<file path="config.mk">
export PLATFORM = sky130hd
export DESIGN_NAME = seq_divider
export DESIGN_NICKNAME = d
export VERILOG_FILES = /design/src/rtl/seq_divider.sv
export SDC_FILE = /design/constraint.sdc
export NUM_CORES = 1
export LEC_CHECK = 0
export ABC_AREA = 0
export BUFFER_PORTS_ARGS = -buffer_cell sky130_fd_sc_hd__buf_2
export CAP_MARGIN = 15
export CORE_MARGIN = 1.5
export CORE_UTILIZATION = 64
export CTS_CLUSTER_DIAMETER = 120
export CTS_CLUSTER_SIZE = 20
export DETAILED_ROUTE_END_ITERATION = 8
export PLACE_DENSITY_LB_ADDON = 0.08
export RECOVER_POWER = 50
export SYNTH_ARGS = -nofsm -noshare
export SYNTH_HDL_FRONTEND = slang
export SYNTH_SLANG_ARGS = --single-unit
</file>
<file path="constraint.sdc">
create_clock -name clk -period 5.85 [get_ports clk]
set_input_delay 0.8775 -clock clk [delete_from_list [all_inputs] [get_ports clk]]
set_output_delay 0.8775 -clock clk [all_outputs]
set_load 0.005 [all_outputs]
</file>
<file path="src/rtl/seq_divider.sv">
// seq_divider: radix-2 restoring divider, one quotient bit per clock.
// Signed/unsigned div+rem with start/done handshake, fixed 33-clock latency.
module seq_divider #(
   parameter int WIDTH = 32
) (
   input  logic             clk,
   input  logic             rst_n,
   input  logic             start,
   input  logic             is_signed,
   input  logic [WIDTH-1:0] dividend,
   input  logic [WIDTH-1:0] divisor,
   output logic             busy,
   output logic             done,
   output logic [WIDTH-1:0] quotient,
   output logic [WIDTH-1:0] remainder,
   output logic             div_by_zero
);

   localparam int CW = $clog2(WIDTH);
   localparam logic [1:0] S_IDLE = 2'd0;
   localparam logic [1:0] S_CALC = 2'd1;
   localparam logic [1:0] S_FIX  = 2'd2;

   logic [1:0]       r_state;
   logic [CW-1:0]    r_cnt;
   logic [WIDTH-1:0] r_rem;
   logic [WIDTH-1:0] r_quo;
   logic [WIDTH-1:0] r_dmag;
   logic [WIDTH-1:0] r_dvd;
   logic             r_neg_q;
   logic             r_neg_r;
   logic             r_dvz;
   logic             r_busy;
   logic             r_done;
   logic [WIDTH-1:0] r_q_out;
   logic [WIDTH-1:0] r_r_out;
   logic             r_dz_out;

   logic             w_dd_neg;
   logic             w_ds_neg;
   logic [WIDTH-1:0] w_dd_mag;
   logic [WIDTH-1:0] w_ds_mag;
   logic [WIDTH:0]   w_shift;
   logic             w_ge;
   logic [WIDTH-1:0] w_diff;
   logic [WIDTH-1:0] w_q_fix;
   logic [WIDTH-1:0] w_r_fix;

   // Operand magnitudes; -2^(W-1) wraps to itself, read as unsigned.
   assign w_dd_neg = is_signed & dividend[WIDTH-1];
   assign w_ds_neg = is_signed & divisor[WIDTH-1];
   assign w_dd_mag = w_dd_neg ? -dividend : dividend;
   assign w_ds_mag = w_ds_neg ? -divisor : divisor;

   // Trial subtract on the W+1-bit shifted remainder. A set top bit
   // means it already exceeds any W-bit divisor, and the W-bit
   // difference is then exact, so the W+1-bit trial splits cleanly.
   assign w_shift = {r_rem, r_quo[WIDTH-1]};
   assign w_ge    = w_shift[WIDTH] | (w_shift[WIDTH-1:0] >= r_dmag);
   assign w_diff  = w_shift[WIDTH-1:0] - r_dmag;

   // Sign fixup; divide-by-zero returns all ones and the raw dividend.
   assign w_q_fix = r_dvz ? '1    : (r_neg_q ? -r_quo : r_quo);
   assign w_r_fix = r_dvz ? r_dvd : (r_neg_r ? -r_rem : r_rem);

   // FSM, iteration datapath and registered result outputs.
   always_ff @(posedge clk or negedge rst_n) begin
      if (!rst_n) begin
         r_state  <= S_IDLE;
         r_cnt    <= '0;
         r_rem    <= '0;
         r_quo    <= '0;
         r_dmag   <= '0;
         r_dvd    <= '0;
         r_neg_q  <= 1'b0;
         r_neg_r  <= 1'b0;
         r_dvz    <= 1'b0;
         r_busy   <= 1'b0;
         r_done   <= 1'b0;
         r_q_out  <= '0;
         r_r_out  <= '0;
         r_dz_out <= 1'b0;
      end else begin
         r_done <= 1'b0;
         unique case (r_state)
            S_IDLE: begin
               if (start) begin
                  r_rem   <= '0;
                  r_quo   <= w_dd_mag;
                  r_dmag  <= w_ds_mag;
                  r_dvd   <= dividend;
                  r_neg_q <= w_dd_neg ^ w_ds_neg;
                  r_neg_r <= w_dd_neg;
                  r_dvz   <= (divisor == '0);
                  r_cnt   <= '0;
                  r_busy  <= 1'b1;
                  r_state <= S_CALC;
               end
            end
            S_CALC: begin
               r_rem <= w_ge ? w_diff : w_shift[WIDTH-1:0];
               r_quo <= {r_quo[WIDTH-2:0], w_ge};
               r_cnt <= r_cnt + CW'(1);
               if (r_cnt == CW'(WIDTH-1)) begin
                  r_state <= S_FIX;
               end
            end
            S_FIX: begin
               r_q_out  <= w_q_fix;
               r_r_out  <= w_r_fix;
               r_dz_out <= r_dvz;
               r_done   <= 1'b1;
               r_busy   <= 1'b0;
               r_cnt    <= '0;
               r_state  <= S_IDLE;
            end
            default: begin
               r_state <= S_IDLE;
               r_busy  <= 1'b0;
            end
         endcase
      end
   end

   assign busy        = r_busy;
   assign done        = r_done;
   assign quotient    = r_q_out;
   assign remainder   = r_r_out;
   assign div_by_zero = r_dz_out;

endmodule
</file>
# == Yosys cells after proc, flatten, opt, wreduce, memory -nomap -nowiden ==
# Cells that the tools add are included.
# word_totals
ff_bits,205
latch_bits,0
ram_bits,0
mem_bits_ro,0
inputBits,68
output_inout_bits,67
wordCells,59
memories,0
# op_classes
add_sub_neg,6
multipliers,0
div_mod_pow,0
order_cmp,1
n_eq_ne,5
n_shift,0
muxes,19
bitwise_logic,5
n_reduce_logical,9
# op_table
cell,n
$mux W32,9
$neg A32 Y32,4
$pmux W32 S2,2
$ge A32 B32 Y1,1
$logic_not A32 Y1,1
$sub A32 B32 Y32,1
$pmux W5 S3,1
$reduce_and A2 Y1,5
$add A5 B1 Y5 const B,1
$eq A5 B5 Y1 const B,1
$mux W5,1
$mux W2,2
$ne A2 B2 Y1 const B,2
$pmux W2 S2,1
$reduce_bool A3 Y1,1
$and A1 B1 Y1,2
$eq A2 B1 Y1 const B,1
$eq A2 B2 Y1 const B,1
$logic_not A2 Y1,1
$mux W1,2
$pmux W1 S2,1
$reduce_bool A2 Y1,1
$not A1 Y1,1
$or A1 B1 Y1,1
$xor A1 B1 Y1,1

# == Longest topological paths before layout ==
# Gate-level depths: netlist of the first run.
# depth
ltp_word,4
ltp_mapped,14
mapped_depth_nobuf,12

# == Worst setup path before layout of the first run ==
# Ideal clock, no wire load.
# synth_path
path_type,input port to flip-flop
from,input port divisor[8]
to,register r_dmag[27]
setup_ps,133
arrival_ps,3101
t_required_ps,5717
path_slack_ps,2616
stages,9
path_buffers,0
cell_sequence,or4_1 > nor4_1 > nand2_1 > nor3b_1 > nand2_1 > or2_2 > o41ai_1 > xor2_1 > o21ai_0
# synth_between
elab_chain_cells,2
# synth_rtl
item,line,rtl
from (decl),11,"input logic [WIDTH-1:0] divisor,"
$neg A32 Y32,53,assign w_ds_mag = w_ds_neg ? -divisor : divisor;
$mux W32,53,
to (signal assigned),90,r_dmag <= w_ds_mag;
to (decl),28,logic [WIDTH-1:0] r_dmag;
# Every way passes these cells.
# A chain may end at the register's enable or synchronous reset.

# == Final worst setup path of the first run ==
# layout_path
from,register r_state[1]
to,"register r_r_out[31], in the netlist remainder[31]"
# layout_between
elab_chain_cells,1
# layout_rtl
item,line,rtl
from (decl),24,logic [1:0] r_state;
from (signal assigned),69,r_state <= S_IDLE;
from (signal assigned),97,r_state <= S_CALC;
from (signal assigned),105,r_state <= S_FIX;
$eq A2 B2 Y1,85,unique case (r_state)
to (signal assigned),110,r_r_out <= w_r_fix;
to (decl),36,logic [WIDTH-1:0] r_r_out;
# Every way passes these cells.

==> results.md, run 1 <==
* Outcome: complete, but fails checks
* Failing checks: capacitance limit, slew limit
* Die height at about 140 µm
* Total track usage at approximately a third
* Worst vdd ir at approximately 0.00031 V
* Critical path's slowest cell: clkbuf_1
* Multi-input logic area at 6890 µm²
* Initial antenna violation count at 0
* Vias per cell at 6.01
* Slew Limit Fails at about 220
* CTS tree: yes
* Layout cell share with drive strength beyond 1 at between 8 and 9%
* Synthesized area at roughly 13,000 µm²
* Final-report hold violation count at 0
* Largest area contributor in the netlist: dfrtp_1
* DP HPWL at ~24,000 µm
* Worst slew pin tran at roughly 3.1 ns
* Worst EP arrival at approximately 4.7 ns
* Netlist cell types at 62
* Post_cts resized at 0
* Max clock buf depth at 3
* First-pass GRT wire length at 52,600 µm
* Vias at around 11,000
* Register area at 5130 µm²
* Tcrit/Tclk final at 74.3%
* RD Place Congestion at 0.959
* Routed Antenna Nets at 0
* Post-synthesis sequential area ratio at around 41%
* IO Port Bufs at ~130
* Syn_area_per_cell at around 8.3 µm²
* TNS Setup at 0 ns
* Critical path peak fanout at 65
* Post-DR wirelength/cell at 17.6 µm
* Setup crit end kind: register
* Reg2reg start: r_state[1]$_DFFE_PN0P_
* Fillers at approximately 1,600
* Vias in the first global route at ~10,000
* IO Count at ~140
* Critical path class: register to register
* Static leakage at just over 6 nW
* RSZ-0062 raised after global routing: false
* Rows at 50
* Fin Clk Skew at approximately 0.019 ns
* Area growth syn-to-layout at 9.01%
* Crit-path max cell delay at roughly 1.7 ns
* Clock Pin Slew Worst Setup and Hold Paths at around 0.08 ns
* Max Cap Viol at 4
* Hold Buf Count CTS at 0
* Initial core utilization at around 66%
* Synthesized net count at ~1,600
* Antenna cell count at 0
* Clk root buf: clkbuf_16
* Router iterations before antenna repair at 5
* DRC Markers at 0
* H-tree levels at 1
* WL final at roughly 33,000 µm
* Crit path max-delay family: buffers and inverters
* Sum of buffers and inverters on the critical path at 2
* Post-layout nets at 1,691
* Post-synth top flop: dfrtp_1
* CTS Buf Count at 14
* Top post-synthesis cells by area: dfrtp_1 41%, nand2_1 7.7%, o21ai_0 6.6%
* Final min period at roughly 4.3 ns
* Crit start category: register
* Worst path cell trace: nand2b_2 -> clkbuf_1 -> inv_2 -> and3_1 -> a221o_1
* # setup viols final at 0
* Fmax at about 230 MHz
* Drt initial violations at ~970
* Power per Cell Area at between 500 and 600 nW/µm²
* Post-synth EDFFs at 0
* WHS at between 0.4 and 0.5 ns
* Core area at between 15,000 and 20,000 µm²
* FFs w/ async S/R, synth at 100%
* Most common cell in the synthesized netlist: nand2_1
* Worst skew pair latency at slightly below 0.5 ns
* HP Class: input port to async pin
* Largest net degree at the start of global routing at between 100 and 150
* Yosys reg bits at approximately 210
* Post-CTS setup buffer count at 0
* Yosys warnings at 0
* Gate Count Post-Synth at 1,510
* Die Wd at about 140 µm
* Rel. slew slack at -109%
* WP data required at slightly above 6 ns
* Worst setup startpoint: r_state[1]$_DFFE_PN0P_
* Top-area cell type share of the netlist area at 41.0%
* Die area at just over 20,000 µm²
* Total gr overflow at 0
* TritonCTS Sinks at around 210
* Synth top cells by count: 258 x nand2_1, 205 x dfrtp_1, 165 x o21ai_0, 132 x a21oi_1, 129 x nor2_1
==> area by class of cell <==
cell class	instances	area share [%]
repair buffers	143	5.15
inverters	53	1.46
multi-input cells	1167	50.5
clock inverters	1	0.119
well taps	260	2.38
flip-flops and latches	205	37.6
clock buffers	16	2.78
==> registers in the layout, indices dropped and copies added, names as in the netlist <==
register and flops:
busy 1, div_by_zero 1, done 1, quotient 32
r_cnt 5, r_dmag 32, r_dvd 32, r_dvz 1
r_neg_q 1, r_neg_r 1, r_quo 32, r_rem 32
r_state 2, remainder 32
==> layout by cell type (no fill, tap or decap), types with 4 or more instances in the layout <==
cell / instances
o41ai_1: 14
ha_1: 38
clkbuf_16: 15
nor3b_1: 5
a22oi_1: 23
nand2_1: 257
and3_1: 9
nor4_1: 9
nand2b_1: 8
inv_1: 52
o211ai_1: 4
clkbuf_1: 45
o21a_1: 5
o22ai_1: 4
nor3_1: 25
xor2_1: 77
o31ai_1: 25
dfrtp_1: 204
and2_1: 7
buf_2: 93
a21oi_1: 132
buf_4: 4
or3_4: 4
a32oi_1: 6
a21o_1: 15
nor2_1: 128
nor2b_1: 7
or2_2: 7
or4_1: 11
o21ai_0: 165
o21ai_1: 4
a31oi_1: 13
xnor2_1: 66
or3_1: 11
mux2i_1: 15
nand3_1: 27
==> path summary, 6_finish.rpt <==
| path | slack [ns] | endpoint | cells after the start |
|---|---|---|---|
| max | 1.50 | remainder[31]$_DFFE_PN0P_ | 5 |
| min | 0.45 | remainder[5]$_DFFE_PN0P_ | 1 |
| max reg2reg | 1.50 | remainder[31]$_DFFE_PN0P_ | 5 |
| min reg2reg | 0.47 | quotient[0]$_DFFE_PN0P_ | 2 |
| max in group asynchronous | 1.98 | r_quo[29]$_DFFE_PN0P_ | 2 |
| min in group clk | 0.47 | quotient[0]$_DFFE_PN0P_ | 2 |
==> cells by family after synthesis <==
family          Yosys count  synth area share (%)
compound gates          437                  20.7
xor+xnor                143                  10.0
fa+ha+maj                39                  3.96
buf+inv                 138                  4.15
flops                   205                  41.0
mux                      15                  1.20
simple gates            533                  18.9
==> per-stage QoR <==
stage          setup slack [ns]  power (mW)  cell area, µm²  util, %  instances
4_1_cts                    2.34        8.02           13700     72.2       1844
3_3_place_gp               2.22        6.96           13300     70.1       1827
6_report                   1.50        8.09           13600     72.0       1845
2_1_floorplan              2.62        5.92           12500        -       1510
3_5_place_dp               2.07        7.05           13300     70.1       1827
5_1_grt                    1.08        8.81           13600     72.0       1845
==> worst register-to-register path, stage by stage (launching register included) <==
cell and delay (ns):
dfrtp_1 0.71, nand2b_2 0.19, clkbuf_1 1.71, inv_2 0.89, and3_1 0.46, a221o_1 0.26
==> metal layers <==
layer | vias up | part of all wire, % | wire, µm | track usage, %
li1 | 5393 | - | - | -
met1 | 5177 | 46 | 14900 | 48.4
met4 | 0 | 3.4 | 1110 | 9.98
met3 | 68 | 8.3 | 2710 | 5.16
met2 | 456 | 43 | 13800 | 48.6
met5 | - | 0 | 0 | 0
==> power breakdown <==
group          switching [mW]  total (mW)  leakage, nW  internal, mW
sequential              0.670        2.68         2.62          2.01
clock                   0.497       0.964        0.193         0.467
combinational            2.57        4.45         3.31          1.88
total                    3.73        8.09         6.12          4.35
No activity file was read; power rests on OpenSTA's default activity.
==> run 2: changes to the inputs <==
- CORE_UTILIZATION: 64 -> 54
- clock period: 5.85 -> 3.7 ns (I/O delays scaled with it)
==> run 2 against run 1 <==
Against the previous run:
- power rose by 58%
- maximum frequency up 30%
- largest power group unchanged
- hold slack worse by 0.13 ns
- register-to-register slack worse by 1.1 ns
- routed wire length up 2.5%
- design area increased by 0.91%
- combinational power up 57%
- core utilization down 11 points
- sequential power is 58% higher
- flip-flop and latch count unchanged
- cell count up 1.8%
- the flow still finishes with violations (capacitance limit, slew limit)
- clock skew down 0.0056 ns
==> results.md, run 2 (same netlist as run 1, synthesis figures left out) <==
* Outcome: complete, but fails checks
* Failing checks: capacitance limit, slew limit
* DRC Markers at 0 (unchanged)
* First-pass GRT wire length at 53,500 µm (+1.8%)
* WHS at 0.318 ns (-0.134 ns)
* Met1 Track Usage GR at 42.7% (-5.7 points)
* TNS Setup at 0 ns (unchanged)
* Most frequent cells in the layout: 257 x nand2_1, 204 x dfrtp_1, 165 x o21ai_0, 132 x a21oi_1
* Crit start category: register
* Max Cap Viol at 1 (-3)
* CTS Buf Count at 14 (unchanged)
* Most common cell after layout, fill and taps aside: nand2_1
* Setup crit end kind: register
* Int Power at 6.93 mW (+59%)
* Gr busiest metal: met1
* Post_cts resized at 0 (unchanged)
* Slew Limit Fails at 87 (-60%)
* IO Count at 135 (unchanged)
* Area growth syn-to-layout at 10.0%
* Static leakage at 6.31 nW (+3.1%)
* Vias in the first global route at 10,100 (-0.86%)
* Clock Pin Slew Worst Setup and Hold Paths at 0.09 ns (about the same)
* Fin Clk Skew at 0.0131 ns (-0.00560 ns)
* Post-DR wirelength/cell at 17.8 µm (+0.74%)
* Router iterations before antenna repair at 5 (unchanged)
* Worst slew pin tran at 2.26 ns (-0.871 ns)
* Vias at 10,900 (-1.6%)
* IO Port Bufs at 134 (unchanged)
* Initial core utilization at 55.1% (-11 points)
* Power per Cell Area at 926 nW/µm² (+56%)
* Sequential share of power at 33.2% (about the same)
* Rows at 55 (+10%)
* Hold Buf Count CTS at 0 (unchanged)
* Sw power at 5.82 mW (+56%)
* Layout cell share with drive strength beyond 1 at 11.6% (+2.8 points)
* Worst skew pair latency at 0.48 ns (about the same)
* Die Wd at 155 µm (+8.7%)
* Initial antenna violation count at 0 (unchanged)
* Antenna cell count at 0 (unchanged)
* Drt initial violations at 814 (-16%)
* Die height at 155 µm (+8.7%)
* CTS tree: yes
* Critical path peak fanout at 6 (-91%)
* Final min period at 3.34 ns (-1.01 ns)
* Final-report hold violation count at 0 (unchanged)
* Sw frac at 45.6% (-0.54 points)
* Place WS at 0.334 ns (-1.73 ns)
* Met2 usage at 41.2% (-7.5 points)
* Total track usage at 27.7% (-4.7 points)
* Total gr overflow at 0 (unchanged)
* Met3 GRT Util at 4.12% (-1.0 points)
* RD Place Congestion at 0.920 (-4.1%)
* Die area at 24,100 µm² (+18%)
* Worst EP arrival at 3.75 ns (-0.95 ns)
* WL final at 33,400 µm (+2.5%)
* DP HPWL at 25,000 µm (+3.7%)
* Combinational Power Share at 54.9% (about the same)
* Rel. slew slack at -50.6% (+58 points)
* Clock power frac at 11.9% (about the same)
* Final setup margin at 0.364 ns (-1.14 ns)
* TritonCTS Sinks at 205 (unchanged)
* Final Util at 60.6% (-11 points)
* Vias per cell at 5.82 (-3.3%)
* Clk root buf: clkbuf_16
* HP Class: input port to register
* Worst vdd ir at 0.000367 V (+19%)
* Largest net degree at the start of global routing at 87 (-22%)
* Fmax at 300 MHz (+30%)
* Post-layout nets at 1,699 (+0.47%)
* H-tree levels at 1 (unchanged)
* Max clock buf depth at 3 (unchanged)
* RSZ-0062 raised after global routing: false
* WP data required at 4.11 ns (-2.10 ns)
* Core area at 22,700 µm² (+20%)
* Critical path class: register to register
* Tcrit/Tclk final at 90.2% (+16 points)
* Post-CTS setup buffer count at 0 (unchanged)
* # setup viols final at 0 (unchanged)
* Routed Antenna Nets at 0 (unchanged)
## run 2: cell count changes in the layout (fill, tap and decap cells not counted)
cell	before	now
buf_12	0	1
clkbuf_8	1	0
buf_16	1	0
clkbuf_2	0	2
buf_2	93	128
buf_4	4	12
clkbuf_1	45	8
clkbuf_4	0	1
## run 2: final timing paths
kind | startpoint | endpoint | slack, ns | cells past startpoint
worst max-delay path | r_rem[9]$_DFFE_PN0P_ | remainder[30]$_DFFE_PN0P_ | 0.36 | 9
max in group asynchronous | rst_n | r_dvz$_DFFE_PN0P_ | 0.80 | 2
worst max register to register | r_rem[9]$_DFFE_PN0P_ | remainder[30]$_DFFE_PN0P_ | 0.36 | 9
min in group asynchronous | rst_n | remainder[2]$_DFFE_PN0P_ | 0.67 | 1
worst min-delay path | dividend[25] | r_dvd[25]$_DFFE_PN0P_ | 0.32 | 3
worst min register to register | remainder[8]$_DFFE_PN0P_ | remainder[8]$_DFFE_PN0P_ | 0.48 | 2
## run 2: per-stage QoR
stage	area [µm²]	power, mW	std cells
5_1_grt	13800	13.9	1878
4_1_cts	13800	12.7	1878
2_1_floorplan	12500	9.36	1510
6_report	13800	12.8	1878
3_5_place_dp	13400	11.2	1861
3_3_place_gp	13400	11.1	1861
## run 2: power groups by stage
stage | registers, mW | clock network, mW | logic [mW]
after global routing | 4.36 | 1.63 | 7.94
final | 4.23 | 1.52 | 7.00
after floorplan | 3.86 | 0 | 5.50
after global placement | 4.21 | 0 | 6.87
after detailed placement | 4.25 | 0 | 6.94
after CTS | 4.21 | 1.55 | 6.97
## run 2: critical path, stage by stage (launching register included)
cell     delay (ns)
dfrtp_1        0.46
or4_4          0.55
or3_4          0.35
or3_4          0.40
or3_1          0.39
or4_1          0.54
o21ai_1        0.17
xnor2_1        0.15
mux2i_1        0.09
o21ai_1        0.16
## run 2: per-layer routing
layer / wire length, µm / vias to the layer above
met5: 0 / -
met3: 2220 / 44
met2: 14300 / 379
met1: 16100 / 5085
met4: 689 / 0
li1: - / 5413
## run 2: final cells by class
cell class                 count  area [µm²]
sequential                   205        5130
multi-input combinational   1167        6890
clock inverter                 1        16.3
tap                          285         357
timing repair buffer         151         795
inverter                      53         199
fill                        2116        8940
clock buffer                  16         379
